<file path="config.mk">
export PLATFORM = sky130hd
export DESIGN_NAME = msg_streamer
export DESIGN_NICKNAME = d
export VERILOG_FILES = /design/src/rtl/msg_streamer.sv
export SDC_FILE = /design/constraint.sdc
export NUM_CORES = 1
export LEC_CHECK = 0
export ABC_AREA = 1
export CAP_MARGIN = 20
export CORE_MARGIN = 5
export CORE_UTILIZATION = 35
export CTS_BUF_LIST = sky130_fd_sc_hd__clkbuf_16
export CTS_CLUSTER_DIAMETER = 50
export DETAILED_ROUTE_END_ITERATION = 8
export PLACE_DENSITY_LB_ADDON = 0.05
export SLEW_MARGIN = 10
export SYNTH_ARGS = -nofsm -noshare
export SYNTH_HDL_FRONTEND = slang
export SYNTH_SLANG_ARGS = --single-unit
export TNS_END_PERCENT = 100
</file>
<file path="constraint.sdc">
create_clock -name sysclk -period 4 [get_ports sysclk]
set_clock_uncertainty 0.2 [all_clocks]
set_input_delay 0.8 -clock sysclk [delete_from_list [all_inputs] [get_ports sysclk]]
set_output_delay 0.8 -clock sysclk [all_outputs]
set_load 0.02 [all_outputs]
</file>
<file path="src/rtl/msg_streamer.sv">
// msg_streamer: selects one of NUM_CH external message ROMs, walks its addresses and sends
// each word as an async serial frame (start 0, data LSB-first, stop 1), BAUD_DIV cycles/bit.
// Optional build macro MSG_TERM_EN: an all-zero fetched word ends the message untransmitted.
module msg_streamer #(
    parameter int unsigned NUM_CH   = 4,
    parameter int unsigned DATA_W   = 8,
    parameter int unsigned MSG_LEN  = 16,
    parameter int unsigned BAUD_DIV = 4,
    localparam int unsigned ADDR_W  = (MSG_LEN > 1) ? $clog2(MSG_LEN) : 1
) (
    input  logic                     sysclk,
    input  logic                     reset,
    input  logic                     write,
    input  logic                     auto,
    input  logic [NUM_CH-1:0]        sel,
    input  logic [NUM_CH*DATA_W-1:0] rom_data,
    output logic [ADDR_W-1:0]        rom_addr,
    output logic [DATA_W-1:0]        data_latch,
    output logic                     serial_out,
    output logic                     busy,
    output logic                     done
);

    localparam int unsigned CH_W   = (NUM_CH > 1) ? $clog2(NUM_CH) : 1;
    localparam int unsigned BAUD_W = (BAUD_DIV > 1) ? $clog2(BAUD_DIV) : 1;
    localparam int unsigned BIT_W  = $clog2(DATA_W + 2);

    localparam logic [ADDR_W-1:0] LastAddr = ADDR_W'(MSG_LEN - 1);
    localparam logic [BAUD_W-1:0] LastBaud = BAUD_W'(BAUD_DIV - 1);
    localparam logic [BIT_W-1:0]  StopBit  = BIT_W'(DATA_W + 1);
    localparam logic [BIT_W-1:0]  LastData = BIT_W'(DATA_W);

    typedef enum logic [2:0] {StIdle, StLoad, StFetch, StShift, StDone} state_e;

    state_e              state_q, state_d;
    logic [CH_W-1:0]     ch_q, ch_d;
    logic [ADDR_W-1:0]   addr_q, addr_d;
    logic [DATA_W-1:0]   latch_q, latch_d;
    logic [DATA_W-1:0]   sh_q, sh_d;
    logic                ser_q, ser_d;
    logic [BAUD_W-1:0]   baud_q, baud_d;
    logic [BIT_W-1:0]    bit_q, bit_d;
    logic                write_q, write_qq, wedge_q;

    logic [DATA_W-1:0]   words [NUM_CH];
    logic [DATA_W-1:0]   word;
    logic [CH_W-1:0]     lowest;

    // Two-stage sampling of write; wedge_q is the registered rising-edge flag.
    always_ff @(posedge sysclk) begin
        if (reset) begin
            write_q  <= 1'b0;
            write_qq <= 1'b0;
            wedge_q  <= 1'b0;
        end else begin
            write_q  <= write;
            write_qq <= write_q;
            wedge_q  <= write_q & ~write_qq;
        end
    end

    // Split the ROM bus per channel, pick the latched channel, find lowest set select bit.
    always_comb begin
        for (int c = 0; c < int'(NUM_CH); c++) begin
            words[c] = rom_data[c*DATA_W +: DATA_W];
        end
        word   = words[ch_q];
        lowest = '0;
        for (int i = int'(NUM_CH) - 1; i >= 0; i--) begin
            if (sel[i]) lowest = CH_W'(i);
        end
    end

    // Message/frame sequencer next-state logic.
    always_comb begin
        state_d = state_q;
        ch_d    = ch_q;
        addr_d  = addr_q;
        latch_d = latch_q;
        sh_d    = sh_q;
        ser_d   = ser_q;
        baud_d  = baud_q;
        bit_d   = bit_q;
        case (state_q)
            StIdle: begin
                ser_d = 1'b1;
                if ((wedge_q || auto) && (sel != '0)) state_d = StLoad;
            end
            StLoad: begin
                ch_d    = lowest;
                addr_d  = '0;
                state_d = StFetch;
            end
            StFetch: begin
                latch_d = word;
                sh_d    = word;
                baud_d  = '0;
                bit_d   = '0;
`ifdef MSG_TERM_EN
                if (word == '0) begin
                    addr_d  = '0;
                    ser_d   = 1'b1;
                    state_d = StDone;
                end else begin
                    ser_d   = 1'b0;
                    state_d = StShift;
                end
`else
                ser_d   = 1'b0;
                state_d = StShift;
`endif
            end
            StShift: begin
                if (baud_q == LastBaud) begin
                    baud_d = '0;
                    if (bit_q == StopBit) begin
                        ser_d = 1'b1;
                        if (addr_q == LastAddr) begin
                            addr_d  = '0;
                            state_d = StDone;
                        end else begin
                            addr_d  = addr_q + ADDR_W'(1);
                            state_d = StFetch;
                        end
                    end else begin
                        bit_d = bit_q + BIT_W'(1);
                        if (bit_q == LastData) begin
                            ser_d = 1'b1;
                        end else begin
                            ser_d = sh_q[0];
                            sh_d  = sh_q >> 1;
                        end
                    end
                end else begin
                    baud_d = baud_q + BAUD_W'(1);
                end
            end
            StDone: begin
                ser_d   = 1'b1;
                addr_d  = '0;
                state_d = StIdle;
            end
            default: state_d = StIdle;
        endcase
    end

    // Sequencer state and registered outputs.
    always_ff @(posedge sysclk) begin
        if (reset) begin
            state_q <= StIdle;
            ch_q    <= '0;
            addr_q  <= '0;
            latch_q <= '0;
            sh_q    <= '0;
            ser_q   <= 1'b1;
            baud_q  <= '0;
            bit_q   <= '0;
        end else begin
            state_q <= state_d;
            ch_q    <= ch_d;
            addr_q  <= addr_d;
            latch_q <= latch_d;
            sh_q    <= sh_d;
            ser_q   <= ser_d;
            baud_q  <= baud_d;
            bit_q   <= bit_d;
        end
    end

    assign rom_addr   = addr_q;
    assign data_latch = latch_q;
    assign serial_out = ser_q;
    assign busy       = (state_q == StLoad) || (state_q == StFetch) || (state_q == StShift);
    assign done       = (state_q == StDone);

endmodule

</file>
==> results.txt, run 1 <==
outcome - complete, no violations
sequential cell area fraction in the yosys report - 0.3553
minimum clock period - 2.607 ns
top_reg_cell synth - dfxtp_1
largest family of logic cells by synthesized area - simple AND/OR/NAND/NOR gates
cts hold-fix bufs - 0
H-tree levels - 2
crit path DAT - 1.61 ns
most used routing layer - met2
Wirelength per Cell - 12.45 µm
Rel. slew slack - 0.6015
Die Span X - 85.06 µm
commonest non-fill, non-tap cells in the layout - 104 x nand2_1, 54 x clkdlybuf4s50_1, 49 x nand3_1, 35 x dfxtp_1, 32 x nor2_1
global routing usage on met3 - 0.04466
simple-gate area share of the yosys netlist - 0.4289
final hold vios - 0
IO Pins - 55
Clock Path Buffers - 2
count of state elements after synthesis - 35
Synth Net Count - 358
warnings from Yosys - 0
initial antenna violation count - 0
grt ovf - 0
Core Area - 5507 µm²
distinct cell type count after synthesis - 23
Min-Delay Path Class - flop to flop
first-pass GRT wire length - 8866 µm
clock slew at reported path FFs - 0.05 ns
capturing element type of the critical path - output pin
worst endpoint required time - 3.00 ns
Post-synth EDFFs - 0
CTS tree - built
std cell rows - 27
DRC Markers - 0
Pre-antenna DRT Iters - 7
starting DRC count in detailed routing - 141
Nets - 408
P_leak - 1.188 nW
Hold WS - 0.1969 ns
TritonCTS Sinks - 35
worst slew pin tran - 0.5969 ns
pin count of the biggest net entering global routing - 18
f_max - 383.6 MHz
Final Cycle Share - 0.6517
# setup viols final - 0
Synth Area in XOR/XNOR - 0.008883
routed wire length - 5402 µm
PwrDens - 414.4 nW/µm²
max cap viols - 0
Root Buffer - clkbuf_16
TNS Setup - 0 ns
post-cts sizing count - 0
unrepaired setup endpoints after global routing - no
Vias - 2054
Cells after Synth - 313
mean number of vias per cell - 4.733
startpoint types - flop
Synth Area per Inst - 6.300 µm²
Crit Path Max Fanout - 8
GRT met2 Usage - 0.2380
gr usage total - 0.1538
die height - 85.06 µm
layout cells sized above 1 - 0.03867
Worst IR Drop VDD - 0.2105 mV
Die ar. - 7235 µm²
initial core utilization - 0.3581
Detail Route Antenna Nets - 0
Ant. Diodes - 0
CP Class - flop to output pin
Compound-Gate Fraction of Synth Area - 0.07995
postcts setup bufs - 0
async set-or-reset flop fraction in the synthesized netlist - 0
cell area after synthesis - 1972 µm²
Syn-to-layout area delta - 35.47%
Num CTS Buffers - 5
# port buffers - 54
Clock Latency Late Sink - 0.28 ns
post-synthesis mux area share - 0
detailed placer's ending HPWL - 4131 µm
max-slew violations - 0
commonest non-fill, non-tap cell in the layout - nand2_1
GPL Wtd Cong - 0.8120
final total power - 1.107 mW
Post-Synth Adder-Cell Area - 0.03173
number of global-route vias before repair - 1846
M1 GR Usage - 0.2060
[critical path, cell delays in order, from the launching register on]
cell	delay [ns]
dfxtp_1	0.45
nor2_1	0.11
nor2_1	0.14
clkdlybuf4s50_1	0.62
[final timing paths]
check	startpoint	endpoint	slack, ns	cells past startpoint
hold reg to reg	write_qq	wedge_q	0.20	1
setup / recovery	state_q[1]	busy	1.39	3
hold / removal	write_qq	wedge_q	0.20	1
setup reg to reg	ch_q[0]	sh_q[7]	1.75	7
[cells in the mapped netlist, types with 2 or more instances]
library cell | n | area share
nand2_1 | 104 | 0.20
nor2_1 | 32 | 0.061
inv_1 | 27 | 0.051
buf_2 | 9 | 0.023
clkinv_1 | 2 | 0.0038
a211oi_1 | 2 | 0.0076
a21oi_1 | 13 | 0.033
o21ai_0 | 14 | 0.036
dfxtp_1 | 35 | 0.36
nand2_2 | 4 | 0.013
nor3_1 | 2 | 0.0051
nand4_1 | 4 | 0.013
clkbuf_1 | 2 | 0.0038
buf_6 | 2 | 0.011
ha_1 | 5 | 0.032
nand3_1 | 49 | 0.12
[state kept, by name, summed over array words and instances (netlist names)]
register    cells
serial_out      1
state_q         3
ch_q            2
write_q         1
rom_addr        4
write_qq        1
data_latch      8
baud_q          2
bit_q           4
wedge_q         1
sh_q            8
[per-layer routing]
layer | up-vias | part of all wire
li1 | 1098 | -
met1 | 912 | 0.50
met2 | 34 | 0.45
met3 | 10 | 0.043
met4 | 0 | 0.015
met5 | - | 0
[where the power goes]
group          switching [mW]  internal [mW]  leakage, nW
registers              0.0372          0.390        0.286
clock network           0.133          0.221       0.0669
logic                   0.186          0.140        0.835
[cell type report]
type                            instances  area [µm²]
Clock buffer                            5       125.1
Clock inverter                          1       3.754
Fill cell                             541        2835
Inverter                               30       112.6
Multi-Input combinational cell        235        1084
Sequential cell                        35       700.7
Tap cell                               72       90.09
Timing Repair Buffer                   56       555.5
[per-stage QoR]
stage / instance area, µm² / util / cells / worst slack (ns)
floorplan: 1972 / - / 313 / 2.174
global placement: 2542 / 0.4617 / 428 / 1.530
detailed placement: 2542 / 0.4617 / 428 / 1.489
CTS: 2671 / 0.4851 / 434 / 1.369
global route: 2671 / 0.4851 / 434 / 1.275
finish: 2671 / 0.4851 / 434 / 1.393
[cells by family after synthesis]
kind of cell | Yosys count
adders and majority gates | 5
buffers and inverters | 43
and+or+nand+nor | 198
AOI/OAI and AO/OA | 30
DFF | 35
xor gates and xnor gates | 2
No activity file was read; power rests on OpenSTA's default activity.
==> run 2, diff against run 1 <==
Clock period 4 ns to 2.4 ns, I/O delays scaled along.
==> run 2 against run 1 <==
Effect of this change:
- worst setup slack lost 1.3 ns
- wire length shrank 1.9%
- final area grew 1.7%
- sequential cell count is the same
- core utilization grew 0.82 points
- first-iteration DRC count shrank 38%
- power grew 67%
- via count shrank 0.58%
- critical path depth is the same
- sequential power grew 63%
- count of clock-buffer cells in the layout is the same
- clock power grew 66%
- highest routed layer unchanged
==> results.txt, run 2 (synthesis gave the netlist of run 1 again) <==
commonest non-fill, non-tap cells in the layout - 104 x nand2_1, 54 x clkdlybuf4s50_1, 49 x nand3_1, 35 x dfxtp_1, 32 x nor2_1
PwrDens - 681.1 nW/µm²
area of the multi-input gates - 1084 µm²
GPL Wtd Cong - 0.7850
crit-path cells - nor2_1 > nor2_1 > clkdlybuf4s50_1
final total power - 1.850 mW
outcome - complete, no violations
CP max-delay cell - clkdlybuf4s50_1
Ant. Diodes - 0
Rel. slew slack - 0.6827
TritonCTS Sinks - 35
Core Area - 5507 µm²
post-cts sizing count - 0
worst slew pin tran - 0.4730 ns
Worst IR Drop VDD - 0.5461 mV
gr usage total - 0.1522
f_max - 439.6 MHz
CTS tree - built
share of total power in the clock network - 0.318
detailed placer's ending HPWL - 4194 µm
Clock Path Buffers - 2
Die Span X - 85.06 µm
clock slew at reported path FFs - 0.05 ns
Wirelength per Cell - 12.01 µm
max cap viols - 0
Syn-to-layout area delta - 37.75%
mean number of vias per cell - 4.630
cts hold-fix bufs - 0
final hold vios - 0
Crit Path Max Fanout - 8
die height - 85.06 µm
Crit Reg-Reg Startpoint - state_q[1]
Int Pwr - 1.267 mW
IO Pins - 55
H-tree levels - 2
pin count of the biggest net entering global routing - 18
number of global-route vias before repair - 1969
Min-Delay Path Class - flop to flop
initial core utilization - 0.3581
Clock Latency Late Sink - 0.27 ns
max-slew violations - 0
Fillers - 566
Final Cycle Share - 0.9478
hold_sp - write_qq
startpoint types - flop
Pre-antenna DRT Iters - 4
Vias - 2042
commonest non-fill, non-tap cell in the layout - nand2_1
Detail Route Antenna Nets - 0
Hold WS - 0.1914 ns
Root Buffer - clkbuf_16
grt ovf - 0
layout cells sized above 1 - 0.05149
std cell rows - 27
CP Launch Point - state_q[1]
first-pass GRT wire length - 9135 µm
crit path DAT - 1.59 ns
minimum clock period - 2.275 ns
Switching Power - 0.5832 mW
postcts setup bufs - 0
CP Class - flop to output pin
routed wire length - 5297 µm
Nets - 413
combinational fraction of design power - 0.307
Die ar. - 7235 µm²
initial antenna violation count - 0
Num CTS Buffers - 5
TNS Setup - 0 ns
starting DRC count in detailed routing - 88
Flop pwr share - 0.375
# port buffers - 54
register area - 700.7 µm²
worst endpoint required time - 1.72 ns
DRC Markers - 0
# setup viols final - 0
CP peak stage delay - 0.62 ns
capturing element type of the critical path - output pin
P_leak - 1.215 nW
Crit path top cell by count - nor2_1
unrepaired setup endpoints after global routing - no
switching share of total power - 0.3152
## run 2: cell count changes in the layout (fill, tap and decap cells not counted)
cell / previous run / this run
buf_4: 2 / 7
clkinv_1: 2 / 4
## run 2: critical path: cells and delay by family (launching register included)
family        cells  cell delay, ns
flops             1            0.45
simple gates      2            0.25
buf+inv           1            0.62
## run 2: final cells by class
| class | count | area share |
|---|---|---|
| Inverter | 30 | 0.04146 |
| Sequential cell | 35 | 0.2579 |
| Timing Repair Buffer | 61 | 0.2183 |
| Tap cell | 72 | 0.03316 |
| Multi-Input combinational cell | 235 | 0.3989 |
| Clock buffer | 5 | 0.04606 |
| Clock inverter | 3 | 0.004146 |
## run 2: per-layer routing
layer  wire length, µm  global-route usage
met1              2684              0.2060
met3               181             0.03786
met4                32             0.02158
met5                 0                   0
met2              2399              0.2500
## run 2: final timing paths
path | depth (start not counted) | slack, ns | end
worst max register to register | 8 | 0.60 | rom_addr[0]
worst min-delay path | 1 | 0.19 | wedge_q
worst max-delay path | 3 | 0.13 | busy
worst min register to register | 1 | 0.19 | wedge_q
## run 2: stage by stage
step                        util  instance area (µm²)  instances  setup WS, ns
final                     0.4933                 2716        441        0.1253
after global placement    0.4685                 2580        433        0.4121
after floorplan                -                 1972        313        0.8375
after global routing      0.4933                 2716        441      0.006558
after detailed placement  0.4685                 2580        433        0.3930
after CTS                 0.4933                 2716        441       0.09986
## run 2: power by group through the flow
stage	clock network (mW)	registers (mW)	logic, mW
floorplan	0	0.728	0.338
global placement	0	0.706	0.575
detailed placement	0	0.707	0.574
CTS	0.606	0.695	0.577
global route	0.631	0.703	0.646
finish	0.588	0.694	0.568
